$ cat src/rtl/voice_pkg.sv
// Shared constants, types and helpers for the voice RAM path (recorder and playback).
package voice_pkg;

   localparam int unsigned CHUNKS          = 2830;
   localparam int unsigned CLKS_PER_SAMPLE = 300;
   localparam int unsigned SAMPLE_W        = 8;
   localparam int unsigned ADDR_W          = 12;
   localparam int unsigned WORD_W          = 4 * SAMPLE_W;

   localparam logic [SAMPLE_W-1:0] SAMPLE_MID = 8'h80;

   typedef enum logic [1:0] {PB_IDLE, PB_PRIME, PB_PLAY} pb_state_t;

   // Sample k of a packed word; k=0 sits in the low byte and plays first.
   function automatic logic [SAMPLE_W-1:0] word_byte(input logic [WORD_W-1:0] w,
                                                     input logic [1:0]        k);
      return w[SAMPLE_W*k +: SAMPLE_W];
   endfunction

endpackage

$ cat src/rtl/voice_playback_if.sv
// Control, RAM read and audio signals of the playback block, bundled for connection.
interface voice_playback_if;
   import voice_pkg::*;

   logic                start;
   logic                stop;
   logic                ram_rd;
   logic [ADDR_W-1:0]   ram_addr;
   logic [WORD_W-1:0]   ram_data;
   logic                busy;
   logic                done;
   logic [SAMPLE_W-1:0] sample_out;
   logic                audio_en;
   logic                audio_out;

   modport slave (
      input  start, stop, ram_data,
      output ram_rd, ram_addr, busy, done, sample_out, audio_en, audio_out
   );

   modport master (
      output start, stop, ram_data,
      input  ram_rd, ram_addr, busy, done, sample_out, audio_en, audio_out
   );

endinterface

$ cat src/rtl/sigma_delta_dac.sv
// First-order sigma-delta modulator: ones density of bit_out tracks sample/256.
module sigma_delta_dac
   import voice_pkg::*;
(
   input  logic                clk,
   input  logic                rst,
   input  logic                en,
   input  logic [SAMPLE_W-1:0] sample,
   output logic                bit_out
);

   logic [SAMPLE_W-1:0] acc;
   logic [SAMPLE_W:0]   sum;

   // Only the low bits persist; the carry out of the sum is the output bit itself.
   assign sum = {1'b0, acc} + {1'b0, sample};

   always_ff @(posedge clk or posedge rst) begin
      if (rst) begin
         acc     <= '0;
         bit_out <= 1'b0;
      end else if (en) begin
         acc     <= sum[SAMPLE_W-1:0];
         bit_out <= sum[SAMPLE_W];
      end else begin
         acc     <= '0;
         bit_out <= 1'b0;
      end
   end

endmodule

$ cat src/rtl/voice_playback.sv
// Voice playback: streams packed PCM words from RAM, holds each byte one sample period
// and feeds it to the sigma-delta DAC.
module voice_playback #(
   parameter int unsigned CHUNKS          = voice_pkg::CHUNKS,
   parameter int unsigned CLKS_PER_SAMPLE = voice_pkg::CLKS_PER_SAMPLE
) (
   input  logic             clk,
   input  logic             rst,
   voice_playback_if.slave  pb
);

   localparam int unsigned WW    = voice_pkg::WORD_W;
   localparam int unsigned CNT_W = $clog2(CLKS_PER_SAMPLE);

   voice_pkg::pb_state_t state;
   logic [CNT_W-1:0]     smp_cnt;
   logic [1:0]           byte_idx;
   logic [WW-1:0]        cur_word;
   logic [WW-1:0]        nxt_word;
   logic                 rd_pend;
   logic                 have_nxt;
   logic                 terminal;
   logic                 more_words;

   assign terminal    = (smp_cnt == CNT_W'(CLKS_PER_SAMPLE - 1));
   assign more_words  = (32'(pb.ram_addr) + 32'd1) < CHUNKS;
   assign pb.audio_en = pb.busy;

   always_ff @(posedge clk or posedge rst) begin
      if (rst) begin
         state         <= voice_pkg::PB_IDLE;
         pb.ram_rd     <= 1'b0;
         pb.ram_addr   <= '0;
         pb.busy       <= 1'b0;
         pb.done       <= 1'b0;
         pb.sample_out <= voice_pkg::SAMPLE_MID;
         smp_cnt       <= '0;
         byte_idx      <= '0;
         cur_word      <= '0;
         nxt_word      <= '0;
         rd_pend       <= 1'b0;
         have_nxt      <= 1'b0;
      end else begin
         pb.ram_rd <= 1'b0;
         pb.done   <= 1'b0;
         rd_pend   <= pb.ram_rd;
         // Abort has priority over everything, including the natural end of playback.
         if (state != voice_pkg::PB_IDLE && pb.stop) begin
            state         <= voice_pkg::PB_IDLE;
            pb.busy       <= 1'b0;
            pb.sample_out <= voice_pkg::SAMPLE_MID;
            smp_cnt       <= '0;
            byte_idx      <= '0;
            rd_pend       <= 1'b0;
            have_nxt      <= 1'b0;
         end else begin
            unique case (state)
               voice_pkg::PB_IDLE: begin
                  if (pb.start && !pb.stop) begin
                     state       <= voice_pkg::PB_PRIME;
                     pb.ram_rd   <= 1'b1;
                     pb.ram_addr <= '0;
                     pb.busy     <= 1'b1;
                  end
               end
               voice_pkg::PB_PRIME: begin
                  if (rd_pend) begin
                     state         <= voice_pkg::PB_PLAY;
                     cur_word      <= pb.ram_data;
                     pb.sample_out <= voice_pkg::word_byte(pb.ram_data, 2'd0);
                     smp_cnt       <= '0;
                     byte_idx      <= '0;
                     have_nxt      <= 1'b0;
                  end
               end
               voice_pkg::PB_PLAY: begin
                  if (rd_pend) nxt_word <= pb.ram_data;
                  // Prefetch early in the last byte so the next word is ready with no gap.
                  if (byte_idx == 2'd3 && smp_cnt == '0 && more_words) begin
                     pb.ram_rd   <= 1'b1;
                     pb.ram_addr <= pb.ram_addr + 1'b1;
                     have_nxt    <= 1'b1;
                  end
                  if (terminal) begin
                     smp_cnt  <= '0;
                     byte_idx <= byte_idx + 2'd1;
                     if (byte_idx != 2'd3) begin
                        pb.sample_out <= voice_pkg::word_byte(cur_word, byte_idx + 2'd1);
                     end else if (have_nxt) begin
                        cur_word      <= nxt_word;
                        pb.sample_out <= voice_pkg::word_byte(nxt_word, 2'd0);
                        have_nxt      <= 1'b0;
                     end else begin
                        state         <= voice_pkg::PB_IDLE;
                        pb.busy       <= 1'b0;
                        pb.done       <= 1'b1;
                        pb.sample_out <= voice_pkg::SAMPLE_MID;
                     end
                  end else begin
                     smp_cnt <= smp_cnt + CNT_W'(1);
                  end
               end
               default: state <= voice_pkg::PB_IDLE;
            endcase
         end
      end
   end

   sigma_delta_dac u_dac (
      .clk     (clk),
      .rst     (rst),
      .en      (pb.busy),
      .sample  (pb.sample_out),
      .bit_out (pb.audio_out)
   );

endmodule
$ cat src/flat_wrapper.sv
// flat-port wrapper written by rule: the top's interface ports become plain ports
module voice_playback_flat 
#(
   parameter int unsigned CHUNKS          = voice_pkg::CHUNKS,
   parameter int unsigned CLKS_PER_SAMPLE = voice_pkg::CLKS_PER_SAMPLE
)
  (clk, rst, pb_start, pb_stop, pb_ram_data, pb_ram_rd, pb_ram_addr, pb_busy, pb_done, pb_sample_out, pb_audio_en, pb_audio_out);
  voice_playback_if pb_i ();
  input  logic clk;
  input  logic rst;
  input wire logic [$bits(pb_i.start)-1:0] pb_start;
  input wire logic [$bits(pb_i.stop)-1:0] pb_stop;
  input wire logic [$bits(pb_i.ram_data)-1:0] pb_ram_data;
  output wire logic [$bits(pb_i.ram_rd)-1:0] pb_ram_rd;
  output wire logic [$bits(pb_i.ram_addr)-1:0] pb_ram_addr;
  output wire logic [$bits(pb_i.busy)-1:0] pb_busy;
  output wire logic [$bits(pb_i.done)-1:0] pb_done;
  output wire logic [$bits(pb_i.sample_out)-1:0] pb_sample_out;
  output wire logic [$bits(pb_i.audio_en)-1:0] pb_audio_en;
  output wire logic [$bits(pb_i.audio_out)-1:0] pb_audio_out;
  assign pb_i.start = pb_start;
  assign pb_i.stop = pb_stop;
  assign pb_i.ram_data = pb_ram_data;
  assign pb_ram_rd = pb_i.ram_rd;
  assign pb_ram_addr = pb_i.ram_addr;
  assign pb_busy = pb_i.busy;
  assign pb_done = pb_i.done;
  assign pb_sample_out = pb_i.sample_out;
  assign pb_audio_en = pb_i.audio_en;
  assign pb_audio_out = pb_i.audio_out;
  voice_playback #(.CHUNKS(CHUNKS), .CLKS_PER_SAMPLE(CLKS_PER_SAMPLE)) u_core (.clk(clk), .rst(rst), .pb(pb_i));
endmodule
$ cat config.mk
export PLATFORM = sky130hd
export DESIGN_NAME = voice_playback_flat
export DESIGN_NICKNAME = d
export VERILOG_FILES = /design/src/rtl/voice_pkg.sv /design/src/rtl/voice_playback_if.sv /design/src/rtl/sigma_delta_dac.sv /design/src/rtl/voice_playback.sv /design/src/flat_wrapper.sv
export SDC_FILE = /design/constraint.sdc
export NUM_CORES = 1
export LEC_CHECK = 0
export ABC_CLOCK_PERIOD_IN_PS = 4200
export BUFFER_PORTS_ARGS = -buffer_cell sky130_fd_sc_hd__buf_2
export CELL_PAD_IN_SITES_DETAIL_PLACEMENT = 1
export CELL_PAD_IN_SITES_GLOBAL_PLACEMENT = 1
export CORE_ASPECT_RATIO = 1.2
export CORE_MARGIN = 5
export CORE_UTILIZATION = 45
export DETAILED_ROUTE_END_ITERATION = 12
export GPL_ROUTABILITY_DRIVEN = 0
export PLACE_DENSITY = 0.81
export SLEW_MARGIN = 20
export SYNTH_ARGS = -nofsm -noshare
export SYNTH_HDL_FRONTEND = slang
export SYNTH_SLANG_ARGS = --single-unit
$ cat constraint.sdc
create_clock -name clk -period 4.2 [get_ports clk]
set_clock_uncertainty 0.1 [all_clocks]
set_input_delay 0.21 -clock clk [delete_from_list [all_inputs] [get_ports clk]]
set_output_delay 0.21 -clock clk [all_outputs]
set_load 0.02 [all_outputs]
# After elaboration in Yosys (flattened, before gate mapping)
# Index checks and enable logic that the tools add are counted.
# classes
addsub	5
n_lt_le_gt_ge	1
eq_ne	16
n_shift	1
n_mux	54
bitwise_logic	1
reduce_logical	19
# op_table
op	n
32-bit two-way mux	4
32-bit one-hot mux with 2 select lines	1
8-bit two-way mux	6
32-bit by 12-bit < comparator with 1-bit output, second input constant	1
32-bit by 6-bit indexed part select with 8-bit output	1
9-bit two-way mux	3
12-bit two-way mux	2
12-bit one-hot mux with 2 select lines	1
1-bit two-way mux	21
2-bit two-way mux	9
9-bit one-hot mux with 2 select lines	1
8-bit one-hot mux with 2 select lines	1
12-bit by 1-bit adder with 13-bit output, second input constant	1
12-bit by 1-bit adder with 12-bit output, second input constant	1
2-bit by 1-bit inequality test with 1-bit output, second input constant	5
5-bit AND reduction	2
8-bit by 8-bit adder with 9-bit output	1
9-bit by 1-bit adder with 9-bit output, second input constant	1
9-bit == test, second input constant	1
9-bit logical NOT	1
3-bit by 1-bit inequality test with 1-bit output, second input constant	3
1-bit one-hot mux with 2 select lines	3
2-bit one-hot mux with 3 select lines	1
3-bit AND reduction	2
16 further kinds	24
# word_totals
ff_bits	111
in_bits	36
word_cells	111

# Depth between registers and ports, before layout
# logic_depth
word_depth	9
depth_mapped	10
ltp_nobuf	8

# By module
# From an unflattened synthesis, not the netlist that was laid out.
# hier_totals
cells_unflattened	606
area_unflattened_um2	5835.6
# by_module_without_submodules
module	instances	cells_each	area_per_inst_um2	seq_area_each_um2
voice_playback	1	545	5200.0	2553.7
sigma_delta_dac	1	61	635.6	225.2

# Worst setup path before layout
# Ideal clock, no wire load.
# synth_path
path_type	register -> register
from	register u_core.smp_cnt[4]
to	register u_core.pb.ram_addr[2]
setup_time_ns	0.126
arrival_time_ns	2.520
required_ns	3.974
setup_slack_ns	1.453
path_stages_with_launch	8
period_less_slack_ns	2.747
cell_sequence	dfrtp_1 -> or4_4 -> or4_4 -> a311oi_2 -> o21ai_2 -> or2_4 -> buf_6 -> a311o_1
# synth_via
elab_chain_len	5
# synth_lines
element	line	source
start: declaration	voice_playback.sv:16	logic [CNT_W-1:0] smp_cnt;
start signal: assignment	voice_playback.sv:100	smp_cnt <= smp_cnt + CNT_W'(1);
9-bit logical NOT	voice_playback.sv:79	if (byte_idx == 2'd3 && smp_cnt == '0 && more_words) begin
1-bit logical AND (2 in series)	voice_playback.sv:79	
2-bit by 1-bit inequality test with 1-bit output (no line)	-	
4-bit AND reduction (no line)	-	
end signal: assignment	voice_playback.sv:81	pb.ram_addr <= pb.ram_addr + 1'b1;
end: declaration	voice_playback_if.sv:18	output ram_rd, ram_addr, busy, done, sample_out, audio_en, audio_out
# Every way passes these cells.
# A chain may end at the register's enable or synchronous reset.

# Worst setup path in the final report
# layout_path
from	register u_core.byte_idx[0]
to	register u_core.state[1]
# layout_via
elab_chain_len	3
# layout_lines
element	line	source
start: declaration	voice_playback.sv:17	logic [1:0] byte_idx;
start signal: assignment	voice_playback.sv:86	byte_idx <= byte_idx + 2'd1;
2-bit inequality test	voice_playback.sv:87	if (byte_idx != 2'd3) begin
3-bit by 2-bit inequality test with 1-bit output (no line)	-	
5-bit AND reduction (no line)	-	
end signal: assignment	voice_playback.sv:68	state <= voice_pkg::PB_PLAY;
end signal: assignment	voice_playback.sv:94	state <= voice_pkg::PB_IDLE;
end signal: assignment	voice_playback.sv:103	default: state <= voice_pkg::PB_IDLE;
end: declaration	voice_playback.sv:15	voice_pkg::pb_state_t state;
# Every way passes these cells.

==> flow_metrics.tcl <==
set metrics [dict create \
    ant_nets 0 \
    synth_mux_area_frac 0.146 \
    io_buffers 60 \
    grt_pass1_vias 4957 \
    slew_viol_final 0 \
    ys_seq_elements 111 \
    fin_worst_hold_slack_ns 0.00465 \
    dp_hpwl_mm 10.5 \
    worst-path-max-fanout 11 \
    drc 0 \
    setup_violations 0 \
    synthesis.area_um2 5890 \
    post-place-ws_ns 0.897 \
    io_pins 61 \
    hold_path.class "input pin to flip-flop" \
    clock-root-buffer "clkbuf_16" \
    cp.arrival_ns 3.49 \
    initial_core_util 0.463 \
    cts-buffers-inserted 9 \
    synth_edf_count 0 \
    ir_drop_mv 0.301 \
    synth_compound_gate_area_share 0.134 \
    cts_setup_buffers 0 \
    maxCapViolCount 0 \
    num-fill-cells 1412 \
    detailed_place.area_um2 6250 \
    cts_sinks 111 \
    synth-adder-area-share 0.0374 \
    htree_levels 3 \
    numPlacedInstances 752 \
    cts_buffer_depth 2 \
    finalCriticalPeriod_ns 3.32 \
    die_area_um2 15500 \
    worst-setup-path-type "flip-flop to flip-flop" \
    grt_usage 0.208 \
    max_freq_mhz 301 \
    ys_warn_count 0 \
    fin_tns_setup_ns 0 \
    p_per_area_nw_per_um2 667 \
    p_leak_nw 3.02 \
    syn_to_final_growth_pct 14.3 \
    chipWidth_um 114 \
    layout-drive-gt1-share 0.229 \
    outcome "completed" \
    die_h_um 135 \
    worst_slew_pin_slew_ns 0.776 \
    cp.required_ns 4.37 \
    postSynthCellCount 559 \
    yosys.cell_types.count 70 \
    antenna_found_initial 0 \
    diodes 0 \
    fin_area_um2 6740 \
    synth-simple-area-share 0.145 \
    wirelength_mm 15.4 \
    num_rows 45 \
    synth_area_per_cell_um2 10.5 \
    end_kind "flip-flop" \
    synth_top_family_by_area "multiplexers" \
    instances_no_fill 780 \
    finalCritPeriodShare 0.790 \
    drtPass1Iterations 4 \
    vias_per_cell 5.84 \
    cts-resized-gates 0 \
    synth_xor_area_frac 0.0223 \
    seq_area_frac_synth 0.472 \
    grt.overflow.total 0 \
    synth_nets 612 \
    tritoncts "done" \
    setup_ws_ns 0.881 \
    hold_viol_final 0 \
    fin_nets 664 \
    grt_max_degree 87 \
    cp-start-kind "flip-flop" \
    grt_pass1_wl_mm 25.5 \
    coreArea_um2 12700 \
    max_slew_margin 0.482 \
    async_flop_share 1.00 \
    drt-initial-drc-count 237 \
    rsz0062_at_grt "no" \
    vias 4559 \
    synth_top_flop_cell "dfrtp_1" \
    path_clk_slew_ns 0.07 \
    wl_per_cell_um 19.7 \
    clock_latency_ns 0.35 \
]
## area by class of cell
type	instances	area, um^2	area share
timing repair buffer	76	450	0.0669
inverter	17	68.8	0.0102
tap	164	205	0.0305
multi-input combinational	396	2880	0.427
clock buffer	10	239	0.0355
clock inverter	6	116	0.0173
sequential	111	2780	0.412
## metal layers
layer  global-route usage  part of all wire  routed length, um  vias up
li1                     -                 -                  -     2132
met1                0.240              0.40               6080     2304
met2                0.381              0.54               8370       87
met3               0.0255             0.028                430       36
met4               0.0898             0.032                485        0
met5                    0                 0                  0        -
## registers in the layout, indices dropped and copies added, names as in the netlist
name                  cells
u_core.byte_idx           2
u_core.cur_word          32
u_core.have_nxt           1
u_core.nxt_word          32
u_core.pb.audio_en        1
u_core.pb.done            1
u_core.pb.ram_addr       12
u_core.pb.ram_rd          1
u_core.pb.sample_out      8
u_core.rd_pend            1
u_core.smp_cnt            9
u_core.state              2
u_core.u_dac.acc          8
u_core.u_dac.bit_out      1
## synthesized netlist by cell type, drive strengths merged, types with 13 or more instances
cell,n,area share
nand2,33,0.021
o21ai,28,0.024
inv,16,0.010
ha,16,0.034
mux2i,32,0.054
and3,13,0.014
nand3,14,0.012
mux2,32,0.061
clkbuf,25,0.021
dfrtp,110,0.47
a21oi,48,0.041
nor2,54,0.034
## logic make-up (layout without fill, tap and decap cells)
logic type,count (synthesis),in the layout
AND/OR/NAND/NOR,169,169
AO/OA/AOI/OAI,123,123
flip-flops,111,111
multiplexers,72,72
buffers and inverters,52,109
adder cells (fa/ha/maj),17,17
XOR/XNOR,15,15
## worst max-delay path, cell delays in order, from the launching register on
cell	delay, ns
dfrtp_1	0.72
ha_1	0.44
clkinv_1	0.34
or4_2	0.76
a32oi_1	0.38
and3_1	0.25
a21oi_1	0.07
o221ai_1	0.18
## through the flow
stage / utilization / total power (W)
2_1_floorplan: - / 0.00297
6_report: 0.529 / 0.00449
5_1_grt: 0.529 / 0.00480
3_3_place_gp: 0.491 / 0.00333
3_5_place_dp: 0.491 / 0.00345
4_1_cts: 0.528 / 0.00453
## placed cells by master, fill, tap and decap left out, types with 9 or more instances in the layout
cell and n:
dfrtp_1 110, buf_2 60, nor2_1 54, a21oi_1 48, nand2_1 33, mux2i_1 32, mux2_2 32, o21ai_0 26
inv_1 15, ha_1 15, nand3_1 14, and3_1 12, dlygate4sd3_1 12, xnor2_1 10, clkbuf_16 9
## power by group
part / switching [W] / leakage (nW) / internal (W) / total, W
clock: 0.000395 / 0.173 / 0.000604 / 0.000999
combinational: 0.00100 / 1.44 / 0.000716 / 0.00172
sequential: 0.000332 / 1.41 / 0.00144 / 0.00177
## timing repair
action	4_1_cts	5_1_grt
hold buffers	11	1
endpoints found under the setup margin	0	0
endpoints found under the hold margin	11	45
## worst paths after layout
kind,endpoint,depth (start not counted),start,slack (ns)
worst max-delay path,u_core.state[1],7,u_core.byte_idx[0],0.88
worst min-delay path,u_core.nxt_word[29],2,pb_ram_data[29],0.005
worst min register to register,u_core.rd_pend,1,u_core.pb.ram_rd,0.39
worst max register to register,u_core.state[1],7,u_core.byte_idx[0],0.88
min in group asynchronous,u_core.nxt_word[25],3,rst,0.46
max in group asynchronous,u_core.u_dac.acc[3],4,rst,2.66
No activity file was read; power rests on OpenSTA's default activity.
